`config.mk`:
```
export PLATFORM = sky130hd
export DESIGN_NAME = fp_argmax_ctrl
export DESIGN_NICKNAME = d
export VERILOG_FILES = /design/src/rtl/fp_argmax_ctrl.sv
export SDC_FILE = /design/constraint.sdc
export NUM_CORES = 1
export LEC_CHECK = 0
export CORE_UTILIZATION = 49
export CTS_BUF_LIST = sky130_fd_sc_hd__clkbuf_2 sky130_fd_sc_hd__clkbuf_4 sky130_fd_sc_hd__clkbuf_8
export DETAILED_ROUTE_END_ITERATION = 16
export PLACE_DENSITY = 0.87
export SLEW_MARGIN = 10
export SYNTH_ARGS = -nofsm -noshare
export SYNTH_HDL_FRONTEND = slang
export SYNTH_SLANG_ARGS = --single-unit
```
`constraint.sdc`:
```
create_clock -name clk -period 7 [get_ports clk]
set_clock_uncertainty 0.2 [all_clocks]
set_input_delay 0.7 -clock clk [delete_from_list [all_inputs] [get_ports clk]]
set_output_delay 0.7 -clock clk [all_outputs]
set_load 0.005 [all_outputs]
```
`src/rtl/fp_argmax_ctrl.sv`:
```
// fp_argmax_ctrl
//   Streams a block of IEEE-754 single-precision samples against a shared
//   combinational comparator and reports the largest value and its 0-based
//   position in the block.
//
//   state | meaning
//   ------+----------------------------------------------------------
//   IDLE  | waiting for start; count latched on an accepted start
//   FIRST | first sample is loaded as best without consulting comparator
//   RUN   | each accepted sample replaces best when it compares greater
//   DONE  | one-cycle done pulse; max_data/max_index/empty updated
//
// Ports
//   clk, reset               clock, synchronous active-low reset
//   start, count             begin block of count elements (0..2**IDX_W)
//   in_valid/in_ready/in_data  sample stream
//   cmp_dataa/cmp_datab/cmp_n  comparator operands (sample, best) and opcode
//   cmp_result               comparator verdict, bit 0 = dataa > datab
//   busy, done, empty        status
//   max_data, max_index      result of the last block
module fp_argmax_ctrl #(
    parameter int         IDX_W  = 4,
    parameter logic [3:0] CMP_OP = 4'd3
) (
    input  logic             clk,
    input  logic             reset,
    input  logic             start,
    input  logic [IDX_W:0]   count,
    input  logic             in_valid,
    output logic             in_ready,
    input  logic [31:0]      in_data,
    output logic [31:0]      cmp_dataa,
    output logic [31:0]      cmp_datab,
    output logic [3:0]       cmp_n,
    input  logic [31:0]      cmp_result,
    output logic             busy,
    output logic             done,
    output logic             empty,
    output logic [31:0]      max_data,
    output logic [IDX_W-1:0] max_index
);

    typedef enum logic [1:0] {
        S_IDLE  = 2'd0,
        S_FIRST = 2'd1,
        S_RUN   = 2'd2,
        S_DONE  = 2'd3
    } state_t;

    state_t           state_q, state_d;
    logic [IDX_W:0]   count_q, count_d;
    logic [IDX_W:0]   cnt_q, cnt_d;
    logic [31:0]      best_q, best_d;
    logic [IDX_W-1:0] best_idx_q, best_idx_d;
    logic             busy_q, busy_d;
    logic             done_q, done_d;
    logic             empty_q, empty_d;
    logic [31:0]      max_data_q, max_data_d;
    logic [IDX_W-1:0] max_index_q, max_index_d;

    logic             accept;
    logic [IDX_W:0]   cnt_inc;
    logic             unused_cmp;

    assign in_ready  = (state_q == S_FIRST) || (state_q == S_RUN);
    assign accept    = in_valid && in_ready;
    assign cnt_inc   = cnt_q + 1'b1;
    assign cmp_dataa = in_data;
    assign cmp_datab = best_q;
    assign cmp_n     = CMP_OP;
    assign unused_cmp = ^cmp_result[31:1];

    assign busy      = busy_q;
    assign done      = done_q;
    assign empty     = empty_q;
    assign max_data  = max_data_q;
    assign max_index = max_index_q;

    always_comb begin
        state_d     = state_q;
        count_d     = count_q;
        cnt_d       = cnt_q;
        best_d      = best_q;
        best_idx_d  = best_idx_q;
        busy_d      = busy_q;
        done_d      = 1'b0;
        empty_d     = empty_q;
        max_data_d  = max_data_q;
        max_index_d = max_index_q;

        case (state_q)
            S_IDLE: begin
                busy_d = 1'b0;
                if (start) begin
                    if (count != '0) begin
                        count_d = count;
                        cnt_d   = '0;
                        empty_d = 1'b0;
                        busy_d  = 1'b1;
                        state_d = S_FIRST;
                    end else begin
                        empty_d     = 1'b1;
                        max_data_d  = '0;
                        max_index_d = '0;
                        done_d      = 1'b1;
                        state_d     = S_DONE;
                    end
                end
            end
            S_FIRST: begin
                if (accept) begin
                    best_d     = in_data;
                    best_idx_d = '0;
                    cnt_d      = {{IDX_W{1'b0}}, 1'b1};
                    if (count_q == {{IDX_W{1'b0}}, 1'b1}) begin
                        max_data_d  = in_data;
                        max_index_d = '0;
                        done_d      = 1'b1;
                        busy_d      = 1'b0;
                        state_d     = S_DONE;
                    end else begin
                        state_d = S_RUN;
                    end
                end
            end
            S_RUN: begin
                if (accept) begin
                    cnt_d = cnt_inc;
                    // cnt_q is at most 2**IDX_W-1 here, so the low bits hold the index
                    if (cmp_result[0]) begin
                        best_d     = in_data;
                        best_idx_d = cnt_q[IDX_W-1:0];
                    end
                    if (cnt_inc == count_q) begin
                        max_data_d  = best_d;
                        max_index_d = best_idx_d;
                        done_d      = 1'b1;
                        busy_d      = 1'b0;
                        state_d     = S_DONE;
                    end
                end
            end
            S_DONE: begin
                busy_d  = 1'b0;
                state_d = S_IDLE;
            end
            default: state_d = S_IDLE;
        endcase
    end

    always_ff @(posedge clk) begin
        if (!reset) begin
            state_q     <= S_IDLE;
            count_q     <= '0;
            cnt_q       <= '0;
            best_q      <= '0;
            best_idx_q  <= '0;
            busy_q      <= 1'b0;
            done_q      <= 1'b0;
            empty_q     <= 1'b0;
            max_data_q  <= '0;
            max_index_q <= '0;
        end else begin
            state_q     <= state_d;
            count_q     <= count_d;
            cnt_q       <= cnt_d;
            best_q      <= best_d;
            best_idx_q  <= best_idx_d;
            busy_q      <= busy_d;
            done_q      <= done_d;
            empty_q     <= empty_d;
            max_data_q  <= max_data_d;
            max_index_q <= max_index_d;
        end
    end

endmodule

```
==> results of run 1 <==
==> per-layer routing <==
metal / wire, um / part of all wire / vias up / global-route usage
met4: 293 / 0.024 / 0 / 0.113
met3: 868 / 0.071 / 28 / 0.0645
met2: 5910 / 0.49 / 153 / 0.435
li1: - / - / 1942 / -
met5: 0 / 0 / - / 0
met1: 5110 / 0.42 / 1935 / 0.298
==> flip-flops by register name, summed over array words and instances, names as in the netlist <==
name,count
done,1
busy,1
empty,1
cnt_q,5
max_index,4
max_data,32
state_q,2
best_idx_q,4
cmp_datab,32
count_q,5
==> cells in the mapped netlist (all sizes together), types with 5 or more instances <==
library cell	n	area, sq um
ha	6	75.1
nand3	13	65.1
mux2i	34	340
a21oi	10	50.1
buf	40	308
nand2	20	75.1
a22o	32	280
o311ai	5	43.8
nand4	7	43.8
dfxtp	87	1740
o21ai	5	25.0
nor2	46	173
clkbuf	37	139
a211oi	65	638
inv	40	150
==> cell type report <==
type	count	share of cell area
clock buffer	11	0.0251
tap	108	0.0224
sequential	87	0.289
timing repair buffer	152	0.250
inverter	40	0.0249
multi-input combinational	300	0.376
clock inverter	4	0.0127
==> worst paths after layout <==
path              slack [ns]               startpoint                   endpoint  cells past startpoint
setup reg to reg        3.26  state_q[0]$_SDFFE_PN0P_  max_data[30]$_SDFFE_PN0P_                      8
hold / removal          0.26       empty$_SDFFE_PN0P_         empty$_SDFFE_PN0P_                      2
hold reg to reg         0.26       empty$_SDFFE_PN0P_         empty$_SDFFE_PN0P_                      2
setup / recovery        3.26  state_q[0]$_SDFFE_PN0P_  max_data[30]$_SDFFE_PN0P_                      8
==> through the flow <==
stage	util	area, sq um	power (mW)
global route	0.678	6020	2.23
finish	0.678	6020	2.11
CTS	0.678	6020	2.12
floorplan	-	4600	1.32
global placement	0.652	5800	1.67
detailed placement	0.652	5800	1.71
==> kinds of logic (layout without fill, tap and decap cells) <==
group | count (synthesis) | count (layout) | share of synthesized area
flops | 87 | 87 | 0.380
fa+ha+maj | 6 | 6 | 0.0164
mux | 38 | 38 | 0.0840
compound gates | 141 | 141 | 0.269
simple gates | 105 | 105 | 0.107
other cells | 2 | 4 | 0.00164
xor+xnor | 6 | 6 | 0.0115
buf+inv | 117 | 207 | 0.130
==> critical path, stage by stage (launching register included) <==
cell      delay, ns
dfxtp_1        0.33
inv_1          0.14
ha_2           0.89
nor2b_1        0.30
o32a_1         0.24
a211o_1        0.12
buf_4          0.40
a21o_2         0.78
a211oi_2       0.17
==> power breakdown <==
| part | switching, mW | internal, mW |
|---|---|---|
| registers | 0.0790 | 0.620 |
| clock network | 0.184 | 0.220 |
| logic | 0.516 | 0.488 |
| total | 0.779 | 1.33 |
==> flow_metrics.tcl, run 1 <==
set metrics [dict create \
    status "finished, final reports clean" \
    ys_seq_area_frac 0.380 \
    wl_per_cell_um 17.4 \
    critPathCaptureType "flop" \
    irDropWorstVdd_v 0.000161 \
    place_congestion 0.852 \
    root_buffer "clkbuf_8" \
    dp_cells 687 \
    arrival_ns 3.75 \
    drc 0 \
    post-route-period-util 0.534 \
    nets 669 \
    synth_edf_count 0 \
    clock-sinks 87 \
    grt_antenna_before_repair 0 \
    core_sq_um 8890 \
    yosysUniqueCellTypes 45 \
    chipHeight_um 98.8 \
    relSlewSlack 0.320 \
    portBuffers 145 \
    final_cell_mix "clkdlybuf4s50_1, dfxtp_1, nor2_1, inv_1, a211oi_1" \
    netlist_area_sq_um 4590 \
    setup_ws_ns 3.26 \
    grt_pass1_wl_um 19700 \
    place_ws_ns 3.30 \
    ys_warn_count 0 \
    drv_slew 0 \
    vias_per_cell 5.78 \
    fp.dieArea_sq_um 9750 \
    ant_nets 0 \
    cts_hold_buf 0 \
    crit_required_ns 7.01 \
    clk_latency_ns 0.36 \
    grt_pass1_vias 4064 \
    grt-ovfl-total 0 \
    cap_violations 0 \
    post_cts_resized 0 \
    cts_buffer_depth 2 \
    post_cts_buffers 0 \
    fill_cells 708 \
    cts.reportedPaths.clkPinSlew_ns 0.08 \
    min_period_ns 3.74 \
    max_freq_mhz 268 \
    area_growth_pct 31.3 \
    grt_max_degree 68 \
    multiInputGateArea_sq_um 2270 \
    start_util 0.516 \
    num_antenna_cells 0 \
    synth_flop_cell "dfxtp_1" \
    synth_cells 502 \
    die_w_um 98.8 \
    totalWireLength_um 12200 \
    hpwl_um 8150 \
    syn_area_per_cell_sq_um 9.14 \
    drt_iter0_drc 125 \
    firstDrtPassIters 4 \
    setup_tns_ns 0 \
    whs_ns 0.260 \
    start_kind "flop" \
    crit_type "reg2reg" \
    drive_gt1_frac 0.106 \
    stdcell_count 702 \
    htreeDepth 3 \
    tightest_slew_ns 1.02 \
    io_pins 181 \
    mostFrequentLayoutCell "clkdlybuf4s50_1" \
    vias 4058 \
    min_path_type "reg2reg" \
    ys_ff_latch 87 \
    rows 34 \
    seq_area_sq_um 1740 \
    powerDensity_nw_per_um2 350 \
    cp_max_fo 53 \
    rsz0062_at_grt "false" \
    cts_made_buffers 9 \
    hold_viol_final 0 \
    synthArstFlopShare 0 \
    setup_viol 0 \
    cts_tree "yes" \
    leakagePower_nw 2.35 \
    track_usage 0.253 \
]
Power figures use the tool's default switching activity.
==> inputs of run 2 (changes only) <==
CORE_UTILIZATION = 41   (was 49)
PLACE_DENSITY = 0.77   (was 0.87)
clock period = 3.38 ns   (was 7 ns; I/O delays follow)
==> run 2 against run 1 <==
Against the previous run:
- combinational power increased by 110%
- highest routed layer unchanged
- utilization down 12 points
- critical path depth is 1 lower
- first-iteration DRC count increased by 55%
- cell area up 1.1%
- global-route usage shrank 5.4 points
- clock power rose by 96%
- non-clock buffer count up 3
- die area grew 19%
- flip-flop and latch count is the same
- routed wire length decreased by 6.5%
- critical path type unchanged
- maximum frequency rose by 25%
==> flow_metrics.tcl, run 2 (synthesized netlist as in run 1, its figures left out) <==
set metrics [dict create \
    cts.reportedPaths.clkPinSlew_ns 0.08 \
    arrival_ns 3.04 \
    tightest_slew_ns 0.908 \
    hpwl_um 7900 \
    post_cts_buffers 0 \
    powerDensity_nw_per_um2 704 \
    die_w_um 108 \
    multiInputGateArea_sq_um 2270 \
    area_growth_pct 32.8 \
    critPathCaptureType "flop" \
    relSlewSlack 0.395 \
    grt-ovfl-total 0 \
    root_buffer "clkbuf_8" \
    holdPathEnd "empty$_SDFFE_PN0P_" \
    slowest_stage "a21o_2" \
    portBuffers 145 \
    cts_buffer_depth 2 \
    hold_viol_final 0 \
    leakagePower_nw 2.37 \
    num_antenna_cells 0 \
    seq_area_sq_um 1740 \
    placed_area_sq_um 5870 \
    crit_chain "inv_1 > ha_1 > nand2_1 > o32a_1 > a211o_1 > a21o_2 > a211oi_1" \
    reg2reg_to "max_data[17]$_SDFFE_PN0P_" \
    fin_util 0.560 \
    clk_latency_ns 0.33 \
    post-route-period-util 0.887 \
    mostFrequentLayoutCell "clkdlybuf4s50_1" \
    drc 0 \
    setup_tns_ns 0 \
    irDropWorstVdd_v 0.000284 \
    start_kind "flop" \
    fill_cells 997 \
    max_freq_mhz 334 \
    setup_viol 0 \
    track_usage 0.199 \
    clock-sinks 87 \
    grt_pass1_wl_um 18600 \
    firstDrtPassIters 4 \
    drive_gt1_frac 0.111 \
    status "finished, final reports clean" \
    hold_start "empty$_SDFFE_PN0P_" \
    start_util 0.421 \
    cts_made_buffers 9 \
    rows 38 \
    vias 4006 \
    htreeDepth 3 \
    fin_area_sq_um 6090 \
    crit_type "reg2reg" \
    cts_tree "yes" \
    ant_nets 0 \
    cp_max_fo 32 \
    chipHeight_um 108 \
    core_sq_um 10900 \
    place_congestion 0.821 \
    grt_max_degree 82 \
    min_path_type "reg2reg" \
    rsz0062_at_grt "false" \
    r2r_slack_ns 0.38 \
    cap_violations 0 \
    nets 672 \
    io_pins 181 \
    final_cell_mix "clkdlybuf4s50_1, dfxtp_1, nor2_1, inv_1, a211oi_1" \
    vias_per_cell 5.44 \
    post_cts_resized 0 \
    wl_per_cell_um 15.5 \
    rr_startpoint "state_q[1]$_SDFFE_PN0P_" \
    grt_pass1_vias 3824 \
    crit_required_ns 3.42 \
    totalWireLength_um 11400 \
    grt_antenna_before_repair 0 \
    drt_iter0_drc 194 \
    min_period_ns 3.00 \
    power_mw 4.29 \
    holdPathStages 2 \
    max_stage_delay_ns 0.49 \
    reg2reg_depth 7 \
    drv_slew 0 \
    fp.dieArea_sq_um 11600 \
    cts_hold_buf 0 \
]
==> run 2: worst max-delay path: cells and delay by family, from the launching register on <==
kind | cells | cell delay [ns]
buf+inv | 1 | 0.11
flops | 1 | 0.44
fa+ha+maj | 1 | 0.43
simple gates | 1 | 0.14
compound gates | 4 | 1.56
==> run 2: layer usage <==
metal	GRT usage	share of wire
met4	0.0577	0.012
met3	0.0490	0.060
met5	0	0
met1	0.243	0.42
met2	0.344	0.50
==> run 2: worst max path at each step <==
stage                            start                   endpoint  slack (ns)  depth (start not counted)
2_1_floorplan  state_q[1]$_SDFFE_PN0P_  max_data[10]$_SDFFE_PN0P_        0.92                          8
3_3_place_gp   state_q[1]$_SDFFE_PN0P_  max_data[17]$_SDFFE_PN0P_        0.52                          7
3_5_place_dp   state_q[1]$_SDFFE_PN0P_  max_data[17]$_SDFFE_PN0P_        0.38                          7
4_1_cts        state_q[1]$_SDFFE_PN0P_  max_data[17]$_SDFFE_PN0P_        0.36                          7
5_1_grt        state_q[1]$_SDFFE_PN0P_      cnt_q[3]$_SDFFE_PN0P_        0.20                          7
6_report       state_q[1]$_SDFFE_PN0P_  max_data[17]$_SDFFE_PN0P_        0.38                          7
==> run 2: final cells by class <==
class,count,share of cell area
Multi-Input combinational cell,300,0.372
Clock buffer,10,0.0226
Timing Repair Buffer,155,0.253
Sequential cell,87,0.286
Inverter,40,0.0249
Tap cell,140,0.0288
Clock inverter,5,0.0133
==> run 2: report_power, final <==
group	total, mW	leakage, nW	switching (mW)	internal (mW)
Combinational	2.06	1.55	1.04	1.02
Sequential	1.44	0.708	0.157	1.28
Clock	0.792	0.109	0.358	0.434
==> run 2: through the flow <==
step                      cells  hold slack (ns)  worst slack, ns
after floorplan             504            0.250            0.917
after global placement      722            0.245            0.523
after detailed placement    722            0.250            0.377
after CTS                   737            0.263            0.360
after global routing        737            0.286            0.205
final                       737            0.259            0.383
==> inputs of run 3 (changes only) <==
CORE_UTILIZATION = 45   (was 41)
PLACE_DENSITY = 0.8   (was 0.77)
clock period = 2.8 ns   (was 3.38 ns; I/O delays follow)
==> run 3 against run 2 <==
Against the previous run:
- critical path depth rose by 1
- sequential share of layout area fell by 0.19 points
- power rose by 21%
- flip-flop and latch count did not move
- utilization rose by 6.5 points
- combinational power rose by 27%
- maximum frequency rose by 17%
- non-clock buffer count rose by 9
- worst setup slack got worse by 0.15 ns
- first-iteration DRC count fell by 13%
- via count rose by 0.97%
- cell count rose by 0.41%
==> flow_metrics.tcl, run 3 (synthesized netlist as in run 1, its figures left out) <==
set metrics [dict create \
    status "finished, final reports clean" \
    irDropWorstVdd_v 0.000354 \
    routed-wl-met2_um 5920 \
    rows 36 \
    fill_cells 866 \
    relSlewSlack 0.630 \
    drc 0 \
    cts_hold_buf 0 \
    rsz0062_at_grt "false" \
    drv_slew 0 \
    multiInputGateArea_sq_um 2270 \
    core_sq_um 9820 \
    mostFrequentLayoutCell "clkdlybuf4s50_1" \
    clock-sinks 87 \
    grt-ovfl-total 0 \
    vias_per_cell 5.47 \
    powerDensity_nw_per_um2 847 \
    num_antenna_cells 0 \
    arrival_ns 2.63 \
    top_layer_used "met4" \
    crit_start "state_q[0]$_SDFFE_PN0P_" \
    grt_pass1_vias 3755 \
    cts_tree "yes" \
    chipHeight_um 103 \
    setup_tns_ns 0 \
    wl_met3_um 738 \
    cts_made_buffers 9 \
    stdcell_count 740 \
    clk_latency_ns 0.35 \
    cts_buffer_depth 2 \
    die_w_um 103 \
    grt_pass1_wl_um 18500 \
    wl_per_cell_um 16.1 \
    htreeDepth 3 \
    crit_type "reg2reg" \
    post_cts_buffers 0 \
    nets 681 \
    drt_iter0_drc 168 \
    vias 4045 \
    fin_area_sq_um 6140 \
    dp_cells 724 \
    tightest_slew_ns 0.553 \
    grt_antenna_before_repair 0 \
    max_stage_delay_ns 0.39 \
    post-route-period-util 0.917 \
    post_cts_resized 0 \
    cp_max_fo 32 \
    critPathCaptureType "flop" \
    min_period_ns 2.57 \
    root_buffer "clkbuf_8" \
    r2r_slack_ns 0.23 \
    drive_gt1_frac 0.129 \
    cap_violations 0 \
    leakagePower_nw 2.40 \
    final_cell_mix "clkdlybuf4s50_1, dfxtp_1, nor2_1, inv_1" \
    area_growth_pct 33.8 \
    place_congestion 0.802 \
    io_pins 181 \
    start_util 0.467 \
    ant_nets 0 \
    cts.reportedPaths.clkPinSlew_ns 0.09 \
    slowest_stage "o32a_1" \
    rr_startpoint "state_q[0]$_SDFFE_PN0P_" \
    firstDrtPassIters 4 \
    totalWireLength_um 11900 \
    crit_chain "inv_1 > ha_1 > nand2_1 > o32a_1 > a211o_1 > a21o_2 > buf_12 > a211oi_2" \
    hpwl_um 8330 \
    start_kind "flop" \
    hold_viol_final 0 \
    min_path_type "reg2reg" \
    wl_met1_um 5080 \
    setup_viol 0 \
    placed_area_sq_um 5940 \
    portBuffers 145 \
    crit_required_ns 2.86 \
    grt_max_degree 49 \
    max_freq_mhz 389 \
    hold_start "empty$_SDFFE_PN0P_" \
    seq_area_sq_um 1740 \
    fp.dieArea_sq_um 10600 \
    power_mw 5.20 \
    track_usage 0.224 \
]
run 3: final cells by class:
cell class / instances / share of cell area
Multi-Input combinational cell: 300 / 0.370
Sequential cell: 87 / 0.284
Timing Repair Buffer: 164 / 0.264
Tap cell: 133 / 0.0271
Inverter: 40 / 0.0247
Clock buffer: 11 / 0.0236
Clock inverter: 5 / 0.00673
run 3: final timing paths:
| check | end | cells after the start |
|---|---|---|
| worst min-delay path | empty$_SDFFE_PN0P_ | 2 |
| worst max register to register | max_data[8]$_SDFFE_PN0P_ | 8 |
| worst max-delay path | max_data[8]$_SDFFE_PN0P_ | 8 |
| worst min register to register | empty$_SDFFE_PN0P_ | 2 |
run 3: stage by stage:
| step | worst slack [ns] | hold WS (ns) | utilization |
|---|---|---|---|
| 2_1_floorplan | 0.337 | 0.216 | - |
| 6_report | 0.232 | 0.258 | 0.625 |
| 3_5_place_dp | 0.120 | 0.247 | 0.605 |
| 3_3_place_gp | 0.192 | 0.246 | 0.605 |
| 5_1_grt | 0.0341 | 0.278 | 0.625 |
| 4_1_cts | 0.165 | 0.259 | 0.624 |
run 3: power by group:
group          total (mW)  switching (mW)  internal [mW]  leakage, nW
combinational        2.62            1.30           1.32         1.60
sequential           1.74           0.187           1.55        0.708
clock               0.838           0.474          0.364       0.0896
run 3: worst max-delay path, delay by kind of cell, from the launching register on:
| kind | cells | cell delay [ns] |
|---|---|---|
| adders and majority gates | 1 | 0.31 |
| and+or+nand+nor | 1 | 0.09 |
| buffers and inverters | 2 | 0.29 |
| AOI/OAI and AO/OA | 4 | 1.19 |
| DFF | 1 | 0.37 |
run 3: routing by layer:
layer | vias up | GRT usage
met4 | 0 | 0.0802
met3 | 14 | 0.0529
met1 | 1929 | 0.276
met5 | - | 0
met2 | 126 | 0.383
li1 | 1976 | -
